===== config.mk =====
export PLATFORM = sky130hd
export DESIGN_NAME = wb_store_issuer
export DESIGN_NICKNAME = d
export VERILOG_FILES = /design/src/rtl/wb_store_issuer_pkg.sv /design/src/rtl/wb_store_issuer_entry_ram.sv /design/src/rtl/wb_store_issuer.sv
export SDC_FILE = /design/constraint.sdc
export NUM_CORES = 1
export LEC_CHECK = 0
export ABC_AREA = 0
export BUFFER_PORTS_ARGS = -buffer_cell sky130_fd_sc_hd__buf_2
export CAP_MARGIN = 20
export CORE_MARGIN = 1.5
export CORE_UTILIZATION = 50
export DETAILED_ROUTE_END_ITERATION = 6
export MAX_ROUTING_LAYER = met4
export PLACE_DENSITY = 0.67
export SETUP_SLACK_MARGIN = 0.5
export SYNTH_ARGS = -nofsm -noshare
export SYNTH_HDL_FRONTEND = slang
export SYNTH_HIERARCHICAL = 1
export SYNTH_SLANG_ARGS = --single-unit

===== constraint.sdc =====
create_clock -name clk -period 19.1 [get_ports clk]
set_input_delay 5.73 -clock clk [delete_from_list [all_inputs] [get_ports clk]]
set_output_delay 5.73 -clock clk [all_outputs]
set_load 0.01 [all_outputs]

===== src/rtl/wb_store_issuer_pkg.sv =====
// wb_store_issuer_pkg
//   Shared definitions for the writeback store issuer: store size encodings,
//   entry field widths and the 16-byte line compare helper used by the probe.
//   Ports: none (package).
//   Configuration: WB_STORE_PROBE_EN selects the address-compare probe
//   (line_match is only referenced when that macro is defined).
package wb_store_issuer_pkg;

  typedef enum logic [1:0] {
    SZ_1B = 2'b00,
    SZ_2B = 2'b01,
    SZ_4B = 2'b10,
    SZ_8B = 2'b11
  } size_e;

  localparam int ADDR_W     = 32;
  localparam int DATA_W     = 64;
  localparam int SIZE_W     = 2;
  localparam int LINE_OFS_W = 4;

  // Two addresses fall in the same 16-byte line.
  function automatic logic line_match(input logic [ADDR_W-1:0] a,
                                      input logic [ADDR_W-1:0] b);
    return a[ADDR_W-1:LINE_OFS_W] == b[ADDR_W-1:LINE_OFS_W];
  endfunction

endpackage


===== src/rtl/wb_store_issuer_entry_ram.sv =====
// wb_store_issuer_entry_ram
//   DEPTH x {addr,data,size,ptcid} register file for the store queue.
//   One write port (tail slot), one combinational read port (head slot) and,
//   when WB_STORE_PROBE_EN is defined, a parallel read-out of every slot's
//   address for the probe compare. All slots clear to zero on clr.
//   Ports:
//     clk, clr                 clock, async active-high reset
//     wr_en/wr_ptr/wr_*        write port
//     rd_ptr/rd_*              combinational read port
//     all_addr                 every slot's address (WB_STORE_PROBE_EN only)
module wb_store_issuer_entry_ram
  import wb_store_issuer_pkg::*;
#(
  parameter  int DEPTH   = 4,
  parameter  int PTCID_W = 1,
  localparam int PTR_W   = $clog2(DEPTH)
) (
  input  logic               clk,
  input  logic               clr,
  input  logic               wr_en,
  input  logic [PTR_W-1:0]   wr_ptr,
  input  logic [ADDR_W-1:0]  wr_addr,
  input  logic [DATA_W-1:0]  wr_data,
  input  logic [SIZE_W-1:0]  wr_size,
  input  logic [PTCID_W-1:0] wr_ptcid,
  input  logic [PTR_W-1:0]   rd_ptr,
  output logic [ADDR_W-1:0]  rd_addr,
  output logic [DATA_W-1:0]  rd_data,
  output logic [SIZE_W-1:0]  rd_size,
  output logic [PTCID_W-1:0] rd_ptcid
`ifdef WB_STORE_PROBE_EN
  ,
  output logic [ADDR_W-1:0]  all_addr [DEPTH]
`endif
);

  logic [ADDR_W-1:0]  addr_mem  [DEPTH];
  logic [DATA_W-1:0]  data_mem  [DEPTH];
  logic [SIZE_W-1:0]  size_mem  [DEPTH];
  logic [PTCID_W-1:0] ptcid_mem [DEPTH];

  always_ff @(posedge clk or posedge clr) begin
    if (clr) begin
      for (int i = 0; i < DEPTH; i++) begin
        addr_mem[i]  <= '0;
        data_mem[i]  <= '0;
        size_mem[i]  <= '0;
        ptcid_mem[i] <= '0;
      end
    end else if (wr_en) begin
      addr_mem[wr_ptr]  <= wr_addr;
      data_mem[wr_ptr]  <= wr_data;
      size_mem[wr_ptr]  <= wr_size;
      ptcid_mem[wr_ptr] <= wr_ptcid;
    end
  end

  assign rd_addr  = addr_mem[rd_ptr];
  assign rd_data  = data_mem[rd_ptr];
  assign rd_size  = size_mem[rd_ptr];
  assign rd_ptcid = ptcid_mem[rd_ptr];

`ifdef WB_STORE_PROBE_EN
  assign all_addr = addr_mem;
`endif

endmodule


===== src/rtl/wb_store_issuer.sv =====
// wb_store_issuer
//   Store-side sender for the d$ writeback address queue. Committed stores
//   from WB are buffered in a DEPTH-entry FIFO and offered in commit order on
//   the wb_* interface, honouring wbaq_isfull backpressure.
//   Ports:
//     clk, clr                          clock, async active-high reset
//     st_valid/st_addr/st_data/
//     st_size/st_ptcid                  store from WB
//     st_stall                          FIFO full, WB must hold
//     wb_valid/wb_memaddr/wb_memdata/
//     wb_size/wb_ptcid                  head entry offered to d$
//     wbaq_isfull                       d$ cannot accept this cycle
//     probe_valid/probe_addr/probe_hit  M-stage read alias probe
//     sq_empty                          nothing pending
//   Configuration: define WB_STORE_PROBE_EN for a per-entry 16-byte line
//   compare; otherwise any pending store makes a valid probe hit.
module wb_store_issuer
  import wb_store_issuer_pkg::*;
#(
  parameter int DEPTH   = 4,
  parameter int PTCID_W = 1
) (
  input  logic               clk,
  input  logic               clr,
  input  logic               st_valid,
  input  logic [ADDR_W-1:0]  st_addr,
  input  logic [DATA_W-1:0]  st_data,
  input  logic [SIZE_W-1:0]  st_size,
  input  logic [PTCID_W-1:0] st_ptcid,
  output logic               st_stall,
  output logic               wb_valid,
  output logic [ADDR_W-1:0]  wb_memaddr,
  output logic [DATA_W-1:0]  wb_memdata,
  output logic [SIZE_W-1:0]  wb_size,
  output logic [PTCID_W-1:0] wb_ptcid,
  input  logic               wbaq_isfull,
  input  logic               probe_valid,
  input  logic [ADDR_W-1:0]  probe_addr,
  output logic               probe_hit,
  output logic               sq_empty
);

  localparam int             PTR_W    = $clog2(DEPTH);
  localparam logic [PTR_W:0] CNT_FULL = (PTR_W+1)'(DEPTH);

  logic [PTR_W-1:0] head, tail;
  logic [PTR_W:0]   count;
  logic             push, pop;

  // Full is judged on count alone: a pop on the same edge does not free a
  // slot for the incoming store.
  assign st_stall = (count == CNT_FULL);
  assign sq_empty = (count == '0);
  assign wb_valid = ~sq_empty & ~wbaq_isfull;
  assign push     = st_valid & ~st_stall;
  assign pop      = wb_valid;

  always_ff @(posedge clk or posedge clr) begin
    if (clr) begin
      head  <= '0;
      tail  <= '0;
      count <= '0;
    end else begin
      if (push) tail <= tail + PTR_W'(1);
      if (pop)  head <= head + PTR_W'(1);
      if (push && !pop)      count <= count + 1'b1;
      else if (!push && pop) count <= count - 1'b1;
    end
  end

`ifdef WB_STORE_PROBE_EN
  logic [ADDR_W-1:0] all_addr [DEPTH];
`endif

  wb_store_issuer_entry_ram #(
    .DEPTH   (DEPTH),
    .PTCID_W (PTCID_W)
  ) u_ram (
    .clk      (clk),
    .clr      (clr),
    .wr_en    (push),
    .wr_ptr   (tail),
    .wr_addr  (st_addr),
    .wr_data  (st_data),
    .wr_size  (st_size),
    .wr_ptcid (st_ptcid),
    .rd_ptr   (head),
    .rd_addr  (wb_memaddr),
    .rd_data  (wb_memdata),
    .rd_size  (wb_size),
    .rd_ptcid (wb_ptcid)
`ifdef WB_STORE_PROBE_EN
    ,
    .all_addr (all_addr)
`endif
  );

`ifdef WB_STORE_PROBE_EN
  // A slot is live when its distance from head is below count; the entry
  // leaving this cycle is still live, so it still blocks the read.
  always_comb begin
    probe_hit = 1'b0;
    for (int i = 0; i < DEPTH; i++) begin
      if (({1'b0, PTR_W'(PTR_W'(i) - head)} < count) &&
          line_match(all_addr[i], probe_addr))
        probe_hit = 1'b1;
    end
    probe_hit = probe_hit & probe_valid;
  end
`else
  logic probe_addr_unused;
  assign probe_addr_unused = ^probe_addr;
  assign probe_hit         = probe_valid & ~sq_empty;
`endif

endmodule


# --- Yosys cells after proc, flatten, opt, wreduce, memory -nomap -nowiden ---
# Cells that the tools add are included.
# Widths: inputs -> output; s select.
word_totals:
  register_bits: 403
  output_inout_bits: 103
op_classes:
  add_sub_neg: 4
  order_cmp: 3
  eq_ne: 1
  mux: 26
  n_bitwise: 8
  n_reduce_logical: 7
ops:
  columns: ["op", "count"]
  rows:
  - ["$bwmux 256", 1]
  - ["$mux 64", 3]
  - ["$bmux 64 s2", 1]
  - ["$bwmux 128", 1]
  - ["$demux 64 s2", 1]
  - ["$mux 32", 3]
  - ["$bmux 32 s2", 1]
  - ["$demux 32 s2", 1]
  - ["$bwmux 8", 1]
  - ["$ge 3x3->1 const B", 2]
  - ["$mux 2", 3]
  - ["$mux 3", 2]
  - ["$not 2->3", 2]
  - ["$add 2x1->2 const B", 2]
  - ["$bmux 2 s2", 1]
  - ["$bwmux 4", 1]
  - ["$demux 2 s2", 1]
  - ["$add 3x1->3 const B", 1]
  - ["$and 1x1->1", 3]
  - ["$eq 3x3->1 const B", 1]
  - ["$logic_and 1x1->1", 3]
  - ["$logic_not 3->1", 1]
  - ["$lt 3x1->1 const B", 1]
  - ["$mux 1", 3]
  - ["6 further kinds", 9]

# --- Logic depth before layout (Yosys ltp) ---
logic_depth:
  word_depth: 7
  mapped_depth: 9

# --- Hierarchy ---
# The synthesis kept the hierarchy.
by_module_without_submodules:
  columns: ["mod", "instances", "cells_each", "area_per_inst_um2"]
  rows:
  - ["wb_store_issuer_entry_ram", 1, 961, 17098.9]
  - ["wb_store_issuer", 1, 29, 359.1]

# --- Worst setup path before layout ---
# Ideal clock, no wire load.
synth_path:
  kind: "in2out"
  start: "input port probe_valid"
  end: "output port probe_hit"
  arrival_ps: 5927
  required_time_ps: 13370
  slack_ps: 7443
  stages: 1
  path_buffers: 0
  path_cell_list: "nor2b_1"
synth_via:
  elab_chain_cells: 1
synth_rtl:
  columns: ["element", "line_no", "rtl"]
  rows:
  - ["from (decl)", "wb_store_issuer.sv:37", "input logic probe_valid,"]
  - ["$and 1x1->1", "wb_store_issuer.sv:113", "assign probe_hit = probe_valid & ~sq_empty;"]
  - ["to (decl)", "wb_store_issuer.sv:39", "output logic probe_hit,"]
# No other way between the ends.

# --- Final worst setup path ---
layout_path:
  start: "input port wbaq_isfull"
  end: "output port wb_valid"
layout_via:
  elab_chain_cells: 2
layout_rtl:
  columns: ["element", "line_no", "rtl"]
  rows:
  - ["from (decl)", "wb_store_issuer.sv:36", "input logic wbaq_isfull,"]
  - ["$not 1->1", "wb_store_issuer.sv:54", "assign wb_valid = ~sq_empty & ~wbaq_isfull;"]
  - ["$and 1x1->1", "wb_store_issuer.sv:54", null]
  - ["to (decl)", "wb_store_issuer.sv:31", "output logic wb_valid,"]
# No other way between the ends.

==> flow_summary_export.csv <==
group,metric,value,unit
outcome,outcome,"finished, final reports clean",
synth,seq_area_frac_synth,0.578,
grt,grt_usage,0.211,
timing,fin_ws,7.13,ns
timing,finalSetupTns,0,ns
clocking,clockBufferDepth,3,
synth,syn_area,17500,um2
route,drc,0,
setup_path,critical_path_class,"input pin to output pin",
timing,post-route-period-util,0.627,
placement,detailed_place_hpwl,20500,um
timing,finalHoldViolCount,0,
floorplan,rows,68,
route,postRouteAntennaNets,0,
setup_path,cp.arrival,6.24,ns
route,wirelength,35500,um
clocking,clk_latency,0.53,ns
timing,finalSetupViolCount,0,
synth,synth_seq_cells,403,
clocking,post_cts_buffers,0,
timing,fin_crit,11.97,ns
clocking,h-tree-depth,2,
clocking,cts.repair.resized,0,
grt,gr-total-overflow,0,
timing,worst_pin_slew,1.04,ns
synth,synth_cell_types,22,
layout,final_cell_mix,"401 x dfrtp_1, 367 x mux2_2, 206 x buf_2, 99 x mux4_2, 45 x clkbuf_16",
layout,final_common_cell,"dfrtp_1",
grt,grt_pass1_vias,10300,
timing,slew_viol_final,0,
floorplan,dieWidth,190,um
floorplan,die_h,190,um
power,leakage,8.88,nW
floorplan,initial_utilization,0.507,
route,drt_pre_antenna_iters,4,
placement,place_congestion,0.710,
layout,area_growth,15.8,%
timing,relSlewSlack,0.309,
floorplan,ios,239,
synth,yosysTopAreaCell,"dfrtp_1",
grt,grt_pass1_wl,57800,um
power,power,3.93,mW
clocking,root_buffer,"clkbuf_16",
layout,multi_input_area,6990,um2
synth,yosys_warnings,6,
layout,drive_gt1_frac,0.638,
timing,fmax,83.6,MHz
layout,finalCoreUtilization,0.586,
timing,fin_skew,0.0144,ns
setup_path,timing.critical_path.to,"wb_valid",
placement,io_buffers,206,
placement,pre_cts_ws,7.15,ns
grt,grt_max_degree,189,
setup_path,worstSetupStartpoint,"wbaq_isfull",
layout,fin_nets,1328,
power,p_per_area,194,nW/um2
setup_path,worstPathRequired,13.37,ns
layout,fillers,2725,
route,via_per_inst,5.58,
synth,yosysTopAreaCellShare,0.578,
clocking,cts_sinks,403,
floorplan,die-area,36000,um2
synth,syn_nets,1128,
clocking,holdBufCountCts,0,
floorplan,core_area,34500,um2
route,routedWlPerCell,21.1,um
setup_path,cp_max_fo,3,
route,vias,9384,
setup_path,start_kind,"input pin",
synth,synthTopCellsByArea,"dfrtp_1 58%, mux2_2 24%, mux4_2 13%, mux2_4 1.7%, buf_2 1.5%",
clocking,cts_made_buffers,44,
layout,regArea,10100,um2
clocking,cts_tree,"yes",
setup_path,r2r-start,"head[0]",
synth,syn_avg_cell_area,17.6,um2
setup_path,critPathCaptureType,"output pin",
setup_path,timing.rr.end,"head[1]",
route,drt_iter0_drc,413,
setup_path,rr_worst_depth,4,
synth,syn_inst,990,
hold_path,hold_class,"flop to flop",
timing,rsz0062_at_grt,"false",
clocking,path_clk_slew,0.06,ns
grt,antenna_found_initial,4,
flow_run,max_cap_violations,0,
power,ir_drop,0.111,mV
setup_path,reg2reg_slack,16.22,ns
[worst min path at each step]
| stage | start | end | slack, ns | depth (start not counted) |
|---|---|---|---|---|
| after global routing | u_ram/data_mem[198] | u_ram/data_mem[198] | 0.50 | 1 |
| after detailed placement | u_ram/data_mem[197] | u_ram/data_mem[197] | 0.47 | 1 |
| after CTS | u_ram/data_mem[198] | u_ram/data_mem[198] | 0.49 | 1 |
| after global placement | u_ram/data_mem[196] | u_ram/data_mem[196] | 0.46 | 1 |
| after floorplan | head[1] | head[1] | 0.44 | 1 |
| final | u_ram/data_mem[198] | u_ram/data_mem[198] | 0.49 | 1 |
[cells in the mapped netlist]
cell type and count:
buf_2 52, buf_4 6, buf_6 7, dfrtp_1 403
fa_1 1, ha_1 1, inv_1 4, mux2_1 10
mux2_2 367, mux2_4 20, mux4_2 99, nand2_1 1
nand3_2 1, nand3b_1 2, nor2_1 2, nor2_2 1
nor2b_1 1, nor2b_2 1, nor3_2 1, nor3b_2 3
xnor2_1 1, xor2_1 6
[cell type report]
type | instances | share of cell area
repair buffers | 219 | 0.0565
clock buffers | 67 | 0.0638
diodes | 4 | 0.000495
multi-input cells | 518 | 0.346
well taps | 455 | 0.0282
flip-flops and latches | 403 | 0.499
inverters | 4 | 0.00111
clock inverters | 13 | 0.00483
[metrics by stage]
step	instances	hold slack [ns]	area [um2]
after floorplan	990	0.443	17500
after global placement	1599	0.465	18800
after detailed placement	1599	0.472	18800
after CTS	1679	0.488	20200
after global routing	1683	0.499	20200
final	1683	0.486	20200
[kinds of logic (layout without fill, tap and decap cells)]
kind of cell / count (synthesis) / in the layout / synth area share
DFF: 403 / 403 / 0.578
xor gates and xnor gates: 7 / 7 / 0.00351
muxes: 496 / 496 / 0.388
adders and majority gates: 2 / 2 / 0.00186
buffers and inverters: 69 / 303 / 0.0229
other: 0 / 4 / 0
and+or+nand+nor: 13 / 13 / 0.00602
[registers in the layout (all words and copies together), names as in the netlist]
name,flops
u_ram/data_mem,256
u_ram/addr_mem,128
head,2
tail,2
count,3
u_ram/size_mem,8
u_ram/ptcid_mem,4
[power by group]
part           internal (mW)  switching (mW)
Combinational          0.935           0.634
Sequential              1.30           0.253
Clock                  0.478           0.329
Total                   2.71            1.22
[worst max-delay path: stages]
cell and delay, ns:
buf_2 0.12, nor2_2 0.18, buf_2 0.21
[per-layer routing]
layer,share of wire,global-route usage,up-vias
li1,-,-,4125
met1,0.45,0.285,5027
met2,0.48,0.329,190
met3,0.052,0.0465,42
met4,0.014,0.0443,0
met5,0,-,-
Note: power is estimated with default switching activity, not from simulation.
